**config.mk**
```make
export PLATFORM = sky130hd
export DESIGN_NAME = vga_timing_gen
export DESIGN_NICKNAME = d
export VERILOG_FILES = /design/src/rtl/vga_timing_gen.sv
export SDC_FILE = /design/constraint.sdc
export NUM_CORES = 1
export LEC_CHECK = 0
export ABC_CLOCK_PERIOD_IN_PS = 2600
export CAP_MARGIN = 15
export CORE_MARGIN = 2
export CORE_UTILIZATION = 41
export DETAILED_ROUTE_END_ITERATION = 8
export DONT_BUFFER_PORTS = 1
export PLACE_DENSITY_LB_ADDON = 0.15
export SLEW_MARGIN = 20
export SYNTH_ARGS = -nofsm -noshare
export SYNTH_HDL_FRONTEND = slang
export SYNTH_SLANG_ARGS = --single-unit
```
**constraint.sdc**
```tcl
create_clock -name vga_clk -period 2.6 [get_ports vga_clk]
set_input_delay 0.39 -clock vga_clk [delete_from_list [all_inputs] [get_ports vga_clk]]
set_output_delay 0.39 -clock vga_clk [all_outputs]
set_load 0.02 [all_outputs]
```
**src/rtl/vga_timing_gen.sv**
```systemverilog
// 640x480@60 VGA raster timing: free-running pixel/line counters,
// visible-area flag, delayed active-low syncs and frame pacing outputs.
module vga_timing_gen #(
    parameter int unsigned H_VISIBLE  = 640,
    parameter int unsigned H_FRONT    = 16,
    parameter int unsigned H_SYNC     = 96,
    parameter int unsigned H_BACK     = 48,
    parameter int unsigned V_VISIBLE  = 480,
    parameter int unsigned V_FRONT    = 10,
    parameter int unsigned V_SYNC     = 2,
    parameter int unsigned V_BACK     = 33,
    parameter int unsigned SYNC_DELAY = 2
) (
    input  logic        vga_clk,
    input  logic        reset,
    output logic [9:0]  DrawX,
    output logic [9:0]  DrawY,
    output logic        blank,
    output logic        hs,
    output logic        vs,
    output logic        sync,
    output logic        frame_start,
    output logic [15:0] frame_count
);

    localparam int unsigned H_TOTAL = H_VISIBLE + H_FRONT + H_SYNC + H_BACK;
    localparam int unsigned V_TOTAL = V_VISIBLE + V_FRONT + V_SYNC + V_BACK;

    localparam logic [9:0] H_MAX    = 10'(H_TOTAL - 1);
    localparam logic [9:0] V_MAX    = 10'(V_TOTAL - 1);
    localparam logic [9:0] H_VIS    = 10'(H_VISIBLE);
    localparam logic [9:0] V_VIS    = 10'(V_VISIBLE);
    localparam logic [9:0] HS_START = 10'(H_VISIBLE + H_FRONT);
    localparam logic [9:0] HS_END   = 10'(H_VISIBLE + H_FRONT + H_SYNC);
    localparam logic [9:0] VS_START = 10'(V_VISIBLE + V_FRONT);
    localparam logic [9:0] VS_END   = 10'(V_VISIBLE + V_FRONT + V_SYNC);

    logic [9:0]  hcnt_q, hcnt_d;
    logic [9:0]  vcnt_q, vcnt_d;
    logic        frame_start_q, frame_start_d;
    logic [15:0] frame_count_q, frame_count_d;
    logic        h_last, v_last, frame_wrap;
    logic        hsync_raw, vsync_raw;

    always_comb begin
        h_last     = (hcnt_q == H_MAX);
        v_last     = (vcnt_q == V_MAX);
        frame_wrap = h_last && v_last;

        hcnt_d = h_last ? 10'd0 : hcnt_q + 10'd1;
        vcnt_d = vcnt_q;
        if (h_last) begin
            vcnt_d = v_last ? 10'd0 : vcnt_q + 10'd1;
        end

        frame_start_d = frame_wrap;
        frame_count_d = frame_wrap ? frame_count_q + 16'd1 : frame_count_q;
    end

    always_ff @(posedge vga_clk or posedge reset) begin
        if (reset) begin
            hcnt_q        <= 10'd0;
            vcnt_q        <= 10'd0;
            frame_start_q <= 1'b0;
            frame_count_q <= 16'd0;
        end else begin
            hcnt_q        <= hcnt_d;
            vcnt_q        <= vcnt_d;
            frame_start_q <= frame_start_d;
            frame_count_q <= frame_count_d;
        end
    end

    always_comb begin
        hsync_raw = !((hcnt_q >= HS_START) && (hcnt_q < HS_END));
        vsync_raw = !((vcnt_q >= VS_START) && (vcnt_q < VS_END));
    end

    // Syncs lag the coordinates so they line up with renderer colour output.
    generate
        if (SYNC_DELAY == 0) begin : g_no_delay
            assign hs = hsync_raw;
            assign vs = vsync_raw;
        end else begin : g_delay
            logic [SYNC_DELAY-1:0] hs_pipe_q;
            logic [SYNC_DELAY-1:0] vs_pipe_q;

            always_ff @(posedge vga_clk or posedge reset) begin
                if (reset) begin
                    hs_pipe_q <= '1;
                    vs_pipe_q <= '1;
                end else begin
                    hs_pipe_q[0] <= hsync_raw;
                    vs_pipe_q[0] <= vsync_raw;
                    for (int i = 1; i < int'(SYNC_DELAY); i++) begin
                        hs_pipe_q[i] <= hs_pipe_q[i-1];
                        vs_pipe_q[i] <= vs_pipe_q[i-1];
                    end
                end
            end

            assign hs = hs_pipe_q[SYNC_DELAY-1];
            assign vs = vs_pipe_q[SYNC_DELAY-1];
        end
    endgenerate

    assign DrawX       = hcnt_q;
    assign DrawY       = vcnt_q;
    assign blank       = (hcnt_q < H_VIS) && (vcnt_q < V_VIS);
    assign sync        = 1'b0;
    assign frame_start = frame_start_q;
    assign frame_count = frame_count_q;

endmodule

```
## Word-level counts from Yosys, hierarchy flattened

Cells that the tools add are included.

| storage, ports and cells | value |
|---|---|
| flip-flop bits (word level) | 41 |
| output and inout bits | 41 |
| logic and storage cells | 25 |

| operators by class | value |
|---|---|
| add/subtract/negate cells | 3 |
| $lt $le $gt $ge | 6 |
| eq/ne operators | 2 |
| mux-type cells | 2 |
| reductions and logical operators | 6 |

Operator list:

| kind | number |
|---|---|
| adder 10 x 1 -> 10 bit (second input constant) | 2 |
| equality test 10 bit (second input constant) | 2 |
| less-than comparator 10 bit (second input constant) | 2 |
| less-than comparator 10 x 9 -> 1 bit (second input constant) | 2 |
| 2-to-1 mux 10 bit | 2 |
| adder 16 x 1 -> 16 bit (second input constant) | 1 |
| greater-or-equal comparator 10 bit (second input constant) | 1 |
| greater-or-equal comparator 10 x 9 -> 1 bit (second input constant) | 1 |
| logical AND 1 bit | 4 |
| logical NOT 1 bit | 2 |

## Depth between registers and ports, before layout

| logic depth | value |
|---|---|
| depth in word-level cells | 3 |
| mapped depth | 8 |

## Worst setup path after synthesis

No wires, ideal clock.

| timing | value |
|---|---|
| path type | flip-flop to flip-flop |
| from | reg hcnt_q[0] (netlist: DrawX[0]) |
| to | reg frame_count_q[9] (netlist: frame_count[9]) |
| library setup time | 80 ps |
| data arrival time | 1971 ps |
| required time | 2520 ps |
| setup slack | 549 ps |
| cell stages (with the launch flop) | 9 |
| buffers on the path | 3 |
| clock period less this slack | 2051 ps |
| path through | dfrtp_1 -> ha_1 -> and4_1 -> clkbuf_1 -> nand3_1 -> buf_2 -> buf_2 -> nor3_2 -> xor2_1 |

| between the ends | value |
|---|---|
| longest elaborated chain between the ends | 2 |

RTL lines:

| element | line | source |
|---|---|---|
| start, declared | 38 | `logic [9:0] hcnt_q, hcnt_d;` |
| start signal, assigned | 67 | `hcnt_q <= hcnt_d;` |
| equality test 10 bit | 46 | `h_last = (hcnt_q == H_MAX);` |
| logical AND 1 bit | 48 | `frame_wrap = h_last && v_last;` |
| end signal, assigned | 70 | `frame_count_q <= frame_count_d;` |
| end, declared | 41 | `logic [15:0] frame_count_q, frame_count_d;` |

Every way passes these cells.
A chain may end at the register's enable or synchronous reset.

## Worst setup path in the final report

| timing | value |
|---|---|
| from | reg vcnt_q[7] (netlist: DrawY[7]) |
| to | reg frame_count_q[1] (netlist: frame_count[1]) |

| between the ends | value |
|---|---|
| longest elaborated chain between the ends | 2 |

RTL lines:

| element | line | source |
|---|---|---|
| start, declared | 39 | `logic [9:0] vcnt_q, vcnt_d;` |
| start signal, assigned | 68 | `vcnt_q <= vcnt_d;` |
| equality test 10 bit | 47 | `v_last = (vcnt_q == V_MAX);` |
| logical AND 1 bit | 48 |  |
| net frame_start_d | 40 | `logic frame_start_q, frame_start_d;` |

The timed path passes the listed nets, and every way through them passes these cells.

==> results.cfg <==
[global_routing]
grt_antenna_before_repair = 0
globalRoute.totalOverflow = 0
global_route.usage.met1 = 0.1820
globalRouteMet3Util = 0.06233
grt.busiest_layer = met2
number_of_global_route_vias_before_repair = 1359
grt_first_pass_wirelength_microns = 6748
global_route.usage.total = 0.1603
grt_use_met2 = 0.2842
maximum_number_of_pins_on_one_net_before_global_route_repair = 30

[route]
finalWirelength_microns = 4000
post_drt_wl_per_cell_microns = 15.44
detail_route.drc_violations = 0
first_iter_violations = 78
postRouteAntennaNets = 0
num_vias = 1388
pre_repair_dr_iteration_count = 4
drt-vias-per-instance = 5.359

[synthesis]
total_of_flip_flops_plus_latches_after_synthesis = 41
syn-mean-instance-area_sq_um = 11.19
yosys.area_share.adder = 0.03071
synth_mux_area_frac = 0.005528
synth.cell_area_sq_um = 2037
seq_area_frac_synth = 0.5061
synth_xor_xnor_area_share = 0.1204
share_of_synthesized_cell_area_in_and_or_nand_and_nor_gates = 0.2697
synth_cells = 182
compound_cell_area_share_of_the_yosys_netlist = 0.02518
number_of_distinct_library_cells_after_synthesis = 33
syn_nets = 189
largest_family_of_logic_cells_by_synthesized_area = simple AND/OR/NAND/NOR gates
ys.warnings.count = 0

[power]
power.share.switching = 0.1987
p_total_w = 0.001060
pwr-share-comb = 0.013
p_switching_w = 0.0002107
pwr-share-seq = 0.602
cellInternalPower_w = 0.0008493
clockPowerShare = 0.385
ir_worst_vdd_mv = 0.2924
static-leakage-power_nw = 1.037
power-per-cell-area_nw_per_um2 = 476.2

[clocking]
cts_resized = 0
clk-insertion-delay-late_ns = 0.28
cts_root_buf = sky130_fd_sc_hd__clkbuf_8
clock_tree.buffer_depth = 2
cts.repair_timing.setup_buffer_count = 0
tritoncts_clock_tree = yes
clk_pin_slew_worst_paths_ns = 0.07
postCtsHoldBufs = 0
numCtsBuffers = 5
cts_max_level = 2
cts_num_sinks = 41

[critical_path]
critical_path.max_fanout = 18
setup.worst_path.end_class = flop
worstPathRequired_ns = 2.77
worst-r2r-setup-slack_ns = 0.48
worst_setup_path_start_kind = flop
arrival_time_of_data_at_the_critical_path_endpoint_ns = 2.30
timing.setup.critical_path_class = flop to flop

[cells_and_area]
layout.cells.most_common_list = sky130_fd_sc_hd__dfrtp_1, sky130_fd_sc_hd__xor2_1, sky130_fd_sc_hd__nand2_1
area.growth.synth_to_final_pct = 9.275
layout_commonest_cell = sky130_fd_sc_hd__dfrtp_1
fin_nets = 199
layoutNonFillerInstCount = 259
antenna-diode-count = 0
fillers = 453
final_layout_size_suffix_gt1_frac = 0.1979

[flow_run]
max-cap-violations = 0

[sta]
report.final.setup_viol = 0
hold_fails_final_rpt = 10
setup-tns-final_ns = 0
timing.final.crit_share = 0.8164
timing.fmax_ghz = 0.4711
clock_skew_ns = 0.004547
grt_setup_unrepaired = no
finalCriticalPeriod_ns = 2.123
fin_hold_ws_ns = -0.004251
setup_ws_ns = 0.4773
finalMaxSlewViolations = 0

[floorplanning]
die_x_microns = 74.49
core_area_sq_um = 4755
floorplan.die_area_sq_um = 5548
ioPinCount = 43
num_rows = 25
initial_core_utilization = 0.4284
die_h_microns = 74.49

[placement]
port_buffers = 0
globalplace.congestion = 0.8297
pre_cts_slack_ns = 0.4682
detailed_place_hpwl_microns = 2994
dpl.cell_count = 252

[min_path]
hold_class = input port to async pin

[run_status]
failed_checks = negative hold slack
outcome = finished, violations left
==> critical path, cell delays in order, from the launching register on <==
cell and delay (ns):
sky130_fd_sc_hd__dfrtp_1 0.49, sky130_fd_sc_hd__or3_1 0.35, sky130_fd_sc_hd__or4_1 0.39, sky130_fd_sc_hd__buf_4 0.24
sky130_fd_sc_hd__nor2_4 0.19, sky130_fd_sc_hd__mux2_2 0.34
==> cell usage after synthesis <==
| master | number | share of area |
|---|---|---|
| sky130_fd_sc_hd__or4_1 | 2 | 0.0074 |
| sky130_fd_sc_hd__dfstp_2 | 4 | 0.052 |
| sky130_fd_sc_hd__nor4_4 | 1 | 0.010 |
| sky130_fd_sc_hd__and2_1 | 3 | 0.0092 |
| sky130_fd_sc_hd__nand4_1 | 12 | 0.037 |
| sky130_fd_sc_hd__nand3_1 | 7 | 0.017 |
| sky130_fd_sc_hd__ha_1 | 5 | 0.031 |
| sky130_fd_sc_hd__and3_1 | 6 | 0.018 |
| sky130_fd_sc_hd__nor3_2 | 7 | 0.034 |
| sky130_fd_sc_hd__inv_1 | 7 | 0.013 |
| sky130_fd_sc_hd__buf_4 | 1 | 0.0037 |
| sky130_fd_sc_hd__buf_2 | 2 | 0.0049 |
| sky130_fd_sc_hd__nor4_2 | 6 | 0.037 |
| sky130_fd_sc_hd__a21oi_1 | 2 | 0.0049 |
| sky130_fd_sc_hd__xnor2_1 | 7 | 0.030 |
| sky130_fd_sc_hd__nor2_1 | 8 | 0.015 |
| sky130_fd_sc_hd__clkbuf_1 | 2 | 0.0037 |
| sky130_fd_sc_hd__xor2_1 | 21 | 0.090 |
| sky130_fd_sc_hd__o221ai_1 | 1 | 0.0043 |
| sky130_fd_sc_hd__conb_1 | 1 | 0.0018 |
| sky130_fd_sc_hd__buf_12 | 1 | 0.0098 |
| sky130_fd_sc_hd__or3_1 | 4 | 0.012 |
| sky130_fd_sc_hd__nand2_1 | 17 | 0.031 |
| sky130_fd_sc_hd__and3_2 | 1 | 0.0037 |
| sky130_fd_sc_hd__buf_6 | 1 | 0.0055 |
| sky130_fd_sc_hd__nor2_4 | 1 | 0.0055 |
| sky130_fd_sc_hd__mux2_2 | 1 | 0.0055 |
| sky130_fd_sc_hd__dfrtp_1 | 37 | 0.45 |
| sky130_fd_sc_hd__nor3_1 | 2 | 0.0049 |
| sky130_fd_sc_hd__or4b_2 | 1 | 0.0049 |
| sky130_fd_sc_hd__o21ai_0 | 5 | 0.012 |
| sky130_fd_sc_hd__o31ai_1 | 1 | 0.0037 |
| sky130_fd_sc_hd__and4_1 | 5 | 0.021 |
==> state kept, by name (all words and copies together) (netlist names) <==
name and flops:
DrawX 10, DrawY 10, frame_count 16, frame_start 1, g_delay.hs_pipe_q 2, g_delay.vs_pipe_q 2
==> cells by family (layout without fill, tap and decap cells) <==
family	Yosys count	in the layout
buffers and inverters	14	24
AOI/OAI and AO/OA	9	9
xor gates and xnor gates	28	28
and+or+nand+nor	83	83
adders and majority gates	5	5
muxes	1	1
DFF	41	41
other	1	1
==> final timing paths <==
path	from	end	cells after the start
min reg2reg	g_delay.vs_pipe_q[0]	g_delay.vs_pipe_q[1]	0
max reg2reg	DrawY[7]	frame_count[1]	5
max	DrawY[7]	frame_count[1]	5
max in group asynchronous	reset	g_delay.vs_pipe_q[1]	2
min in group vga_clk	g_delay.vs_pipe_q[0]	g_delay.vs_pipe_q[1]	0
min	reset	DrawX[6]	1
==> power by group through the flow <==
stage	Combinational, W	Clock, W	Sequential [W]
floorplan	0.0000117	0	0.000650
global placement	0.0000151	0	0.000650
detailed placement	0.0000153	0	0.000650
CTS	0.0000153	0.000424	0.000638
global route	0.0000171	0.000455	0.000637
finish	0.0000141	0.000408	0.000638
==> final cells by class <==
cell class              count  area, sq um  area share
well taps                  67        83.83     0.03766
clock buffers               7        86.33     0.03879
repair buffers             10        75.07     0.03373
multi-input cells         127        923.4      0.4148
flip-flops and latches     41         1031      0.4632
inverters                   7        26.28     0.01180
==> metal layers <==
layer,wire length (microns),vias up
li1,-,661
met1,1614,686
met2,2108,37
met3,246,4
met4,29,0
met5,0,-
==> through the flow <==
step           area (sq um)  utilization
6_report               2226       0.4682
5_1_grt                2226       0.4682
4_1_cts                2226       0.4682
3_5_place_dp           2140       0.4500
3_3_place_gp           2140       0.4500
2_1_floorplan          2037            -
Power figures use the tool's default switching activity.
==> RTL change 1 (config.mk and constraints unchanged) <==
Reset style: synchronous (`reset`), changed in 2 clocked blocks.
--- a/src/rtl/vga_timing_gen.sv
+++ b/src/rtl/vga_timing_gen.sv
@@ -59,3 +59,3 @@
 
-    always_ff @(posedge vga_clk or posedge reset) begin
+    always_ff @(posedge vga_clk) begin
         if (reset) begin
@@ -87,3 +87,3 @@
 
-            always_ff @(posedge vga_clk or posedge reset) begin
+            always_ff @(posedge vga_clk) begin
                 if (reset) begin
Function: differs if reset is asserted again (counterexample within 4 cycles, from zero or initial values and one cycle with reset high); with reset held inactive, the same outputs for 10 cycles.
==> RTL change 1 against the original RTL <==
  * Routed wire length is 9.7% higher
  * Cell area rose by 0.11%
  * Critical path depth did not move
  * Cell count grew 19%
  * Sequential cell count is the same
  * Synthesized cell count grew 29%
  * Synthesized area is 1.3% lower
  * Worst setup slack worse by 0.18 ns
  * Critical path type unchanged
  * Critical endpoint is now frame_count[14]$_SDFFE_PP0P_
Power is not compared: it rests on default switching activity, and its combinational part moved more than twofold at a synthesized area within 25%.
==> RTL change 1: results (changes against the original RTL) <==
[status]
status=finished, final reports clean  ; was complete, but fails checks

[worst_setup_path]
r2r-start=DrawX[0]$_SDFF_PP0_  ; was DrawY[7]$_DFFE_PP0N_
reg2reg_setup_slack_ns=0.30  ; was 0.48 ns
r2r_cells=5  ; unchanged
arrival_ns=2.53  ; was 2.30 ns
cp_max_fo=39  ; was 18
r2r_end=frame_count[14]$_SDFFE_PP0P_  ; was frame_count[1]$_DFFE_PP0P_

[logic_synthesis]
synth-main-ff-cell=dfxtp_1  ; was dfrtp_1
syn_area_per_cell_um2=8.59  ; was 11.2 um2
ys_top_cells_by_count=dfxtp_1, nor2_1, a21oi_1  ; was dfrtp_1, xor2_1, nand2_1
ys_seq_area_share_pct=40.8  ; was 50.6%
async_flop_share_pct=0  ; was 100%
yosys-top-cells-area=dfxtp_1, o31ai_1, or4_1  ; was dfrtp_1, xor2_1, dfstp_2
synth_nets=242  ; was 189
synthDistinctLibCells=34  ; was 33
yosysWarnings=0  ; unchanged

[grt]
use_met3_pct=6.50  ; was 6.23%
grt_pass1_vias=1489  ; was 1359
grt_max_degree=40  ; was 30
gr-usage-met2_pct=26.0  ; was 28.4%
antenna_found_initial=0  ; unchanged
track_usage_pct=17.1  ; was 16.0%
gr-usage-met1_pct=22.2  ; was 18.2%
grt_pass1_wl_um=7210  ; was 6750 um

[detailed_routing]
via_count=1692  ; was 1388
wirelength_um=4390  ; was 4000 um
wl_met1_um=2010  ; was 1610 um
wl_met2_um=2020  ; was 2110 um
drtIter0Drc=111  ; was 78
firstDrtPassIters=4  ; unchanged
maxUsedRoutingLayer=met4  ; unchanged
wl_met3_um=298  ; was 246 um

[final_layout]
layoutNonFillerInstCount=307  ; was 259
fill_cells=472  ; was 453
final_nets=247  ; was 199
final_layout_size_suffix_gt1_share_pct=11.3  ; was 19.8%

[placed_design]
dp_hpwl_um=3110  ; was 2990 um
place.gp.congestion=0.732  ; was 0.830
dp.cells=299  ; was 252
postPlaceCellArea_um2=2110  ; was 2140 um2
pre_cts_ws_ns=0.308  ; was 0.468 ns

[hold_path]
min-delay-path-class=input port to flip-flop  ; was input port to async pin
min_from=reset

[cts]
clk_latency_ns=0.29
post_cts_resized=0  ; unchanged
cts.clk_slew.worst_paths_ns=0.08
numCtsBuffers=5  ; unchanged

[pwr]
vdd_drop_max_v=0.000300
powerSeq_mw=0.634
p_sw_mw=0.250
pwr-share-clk_pct=44.8

[timing]
holdWs_ns=0.158  ; was -0.00425 ns
skew_ns=0.00358  ; was 0.00455 ns

[RTL change 1: changes by cell type in the layout (fill, tap and decap cells not counted), sizes merged, moves of 5 or more]
cell	delta
xor2	-19
and3	-6
or4	+15
dfxtp	+41
o31ai	+16
dfrtp	-37
nand3	+7
inv	+5
nor2	+13
a21oi	+19
[RTL change 1: area by class of cell]
class                      count  area, um2  share of cell area [%]
clock buffer                   6       82.6                    3.71
sequential                    41        821                    36.8
clock inverter                 2       37.5                    1.68
multi-input combinational    168       1080                    48.3
inverter                      12       45.0                    2.02
tap                           67       83.8                    3.76
timing repair buffer          11       82.6                    3.71
[RTL change 1: worst max path at each step]
stage,from,end,slack (ns),cells after the start
2_1_floorplan,DrawX[0]$_SDFF_PP0_,frame_count[10]$_SDFFE_PP0P_,0.27,6
3_3_place_gp,DrawX[0]$_SDFF_PP0_,frame_count[7]$_SDFFE_PP0P_,0.36,5
3_5_place_dp,DrawX[0]$_SDFF_PP0_,frame_count[13]$_SDFFE_PP0P_,0.31,5
4_1_cts,DrawX[0]$_SDFF_PP0_,frame_count[14]$_SDFFE_PP0P_,0.28,5
5_1_grt,DrawX[0]$_SDFF_PP0_,frame_count[12]$_SDFFE_PP0P_,0.17,5
6_report,DrawX[0]$_SDFF_PP0_,frame_count[14]$_SDFFE_PP0P_,0.30,5
[RTL change 1: worst max-delay path, stage by stage (launching register included)]
cell and delay (ns):
dfxtp_1 0.35, ha_1 0.25, nand4_4 0.18, or4_4 0.75
or4_1 0.55, a21oi_1 0.16
[RTL change 1: cell families (layout without fill, tap and decap cells)]
family	Yosys count	after routing	synth area share (%)
simple gates	104	104	30.3
compound gates	44	44	13.6
flops	41	41	40.8
buf+inv	25	31	5.66
xor+xnor	12	12	5.23
fa+ha+maj	6	6	3.73
other cells	1	1	0.187
mux	1	1	0.498
==> RTL change 2 (same settings) <==
Made on the original files. The parameter `SYNC_DELAY` goes from 2 to 4.
--- a/src/rtl/vga_timing_gen.sv
+++ b/src/rtl/vga_timing_gen.sv
@@ -11,3 +11,3 @@
     parameter int unsigned V_BACK     = 33,
-    parameter int unsigned SYNC_DELAY = 2
+    parameter int unsigned SYNC_DELAY = 4
 ) (
Behaviour: same outputs for any inputs over 10 cycles, from zero or initial values and one cycle with reset high; that may be too few to reach the edited logic, so the function may still have changed.
==> RTL change 2 against the original RTL <==
  * Highest routed layer unchanged
  * Synthesized area increased by 2.8%
  * Largest cell class unchanged
  * Power increased by 6.2%
  * Clock skew about the same
  * Die area increased by 2.6%
  * Cell area increased by 6.0%
  * Utilization increased by 0.26 points
  * Cell count increased by 7.3%
  * Sequential cell count increased by 4
  * Routed wire length increased by 9.3%
  * Worst setup slack got worse by 0.12 ns
  * First-iteration DRC count decreased by 41%
  * Critical path type unchanged
  * Clock power about the same
  * Critical endpoint is now frame_count[12]$_DFFE_PP0P_
  * Combinational power increased by 18%
==> RTL change 2: results (changes against the original RTL) <==
[status]
status=finished, final reports clean  ; was complete, but fails checks

[grt]
gr-usage-met1_pct=21.6  ; was 18.2%
use_met3_pct=6.61  ; was 6.23%
grt_pass1_wl_um=7350  ; was 6750 um

[timing]
skew_ns=0.00464  ; was 0.00455 ns

[hold_path]
min-delay-path-class=flip-flop to flip-flop  ; was input port to async pin

[final_layout]
clockNetworkAreaShare_pct=3.50  ; was 3.88%
final_nets=214  ; was 199
nMultiInputCombCells=129  ; was 127
clkbuf_count=6  ; was 7
inverters=10  ; was 7
seqCellArea_um2=1140  ; was 1030 um2
multi_input_area_um2=892  ; was 923 um2
fill_cells=520  ; was 453
final_layout_size_suffix_gt1_share_pct=20.7  ; was 19.8%
signal_buffers=16  ; was 10

[placed_design]
postPlaceCellArea_um2=2270  ; was 2140 um2
place.gp.congestion=0.936  ; was 0.830
dp_hpwl_um=3250  ; was 2990 um

[detailed_routing]
wl_met1_um=1890  ; was 1610 um
via_per_inst=5.31  ; was 5.36
wl_met3_um=288  ; was 246 um

[logic_synthesis]
ys_seq_area_share_pct=54.3  ; was 50.6%
ys_top_cells_by_count=dfrtp_1, nand3_1, nor2_1, xnor2_1, xor2_1  ; was dfrtp_1, xor2_1, nand2_1
synth_nets=195  ; was 189
yosys-top-cells-area=dfrtp_1, dfstp_2, xnor2_1  ; was dfrtp_1, xor2_1, dfstp_2
synth_adder_area_share_pct=2.99  ; was 3.07%

[floorplanning]
core_area_um2=5010  ; was 4750 um2

[pwr]
p_sw_mw=0.237  ; was 0.211 mW
pwr-share-comb_pct=1.5  ; was 1.3%
vdd_drop_max_v=0.000192  ; was 0.000292 V

[cts]
cts.sinks=45  ; was 41

[worst_setup_path]
crit_path_max_incr_delay_ns=0.62  ; was 0.49 ns
arrival_ns=2.47  ; was 2.30 ns

RTL change 2: cell types whose count changed after synthesis, sizes merged, moves of 4 or more:
cell / unedited run / this run
dfstp: 4 / 8
nand2: 17 / 11
nand3: 7 / 19
nand4: 12 / 7
nor2: 9 / 13
xnor2: 7 / 13
xor2: 21 / 13
RTL change 2: through the flow:
step           power, mW  setup slack (ns)
3_5_place_dp       0.730             0.362
2_1_floorplan      0.726             0.371
5_1_grt             1.19             0.252
3_3_place_gp       0.730             0.407
6_report            1.13             0.353
4_1_cts             1.14             0.338
RTL change 2: kinds of logic (layout without fill, tap and decap cells):
logic type	count (synthesis)	in the layout
and+or+nand+nor	84	84
DFF	45	45
xor gates and xnor gates	26	26
buffers and inverters	14	34
AOI/OAI and AO/OA	10	10
adders and majority gates	5	5
muxes	3	3
other	1	1
RTL change 2: worst paths after layout:
kind                                                start  cells past startpoint                              to  slack (ns)
max                                  DrawY[5]$_DFFE_PP0N_                      4     frame_count[12]$_DFFE_PP0P_        0.35
min                        g_delay.vs_pipe_q[0]$_DFF_PP1_                      0  g_delay.vs_pipe_q[1]$_DFF_PP1_        0.36
max reg2reg                          DrawY[5]$_DFFE_PP0N_                      4     frame_count[12]$_DFFE_PP0P_        0.35
min in group asynchronous                           reset                      2              DrawX[9]$_DFF_PP0_        0.52
min reg2reg                g_delay.vs_pipe_q[0]$_DFF_PP1_                      0  g_delay.vs_pipe_q[1]$_DFF_PP1_        0.36
max in group asynchronous                           reset                      3  g_delay.vs_pipe_q[2]$_DFF_PP1_        1.32
RTL change 2: what timing repair did:
action | 4_1_cts | 5_1_grt
hold buffers | 1 | 0
setup endpoints to repair | 0 | 0
endpoints found under the hold margin | 10 | 0
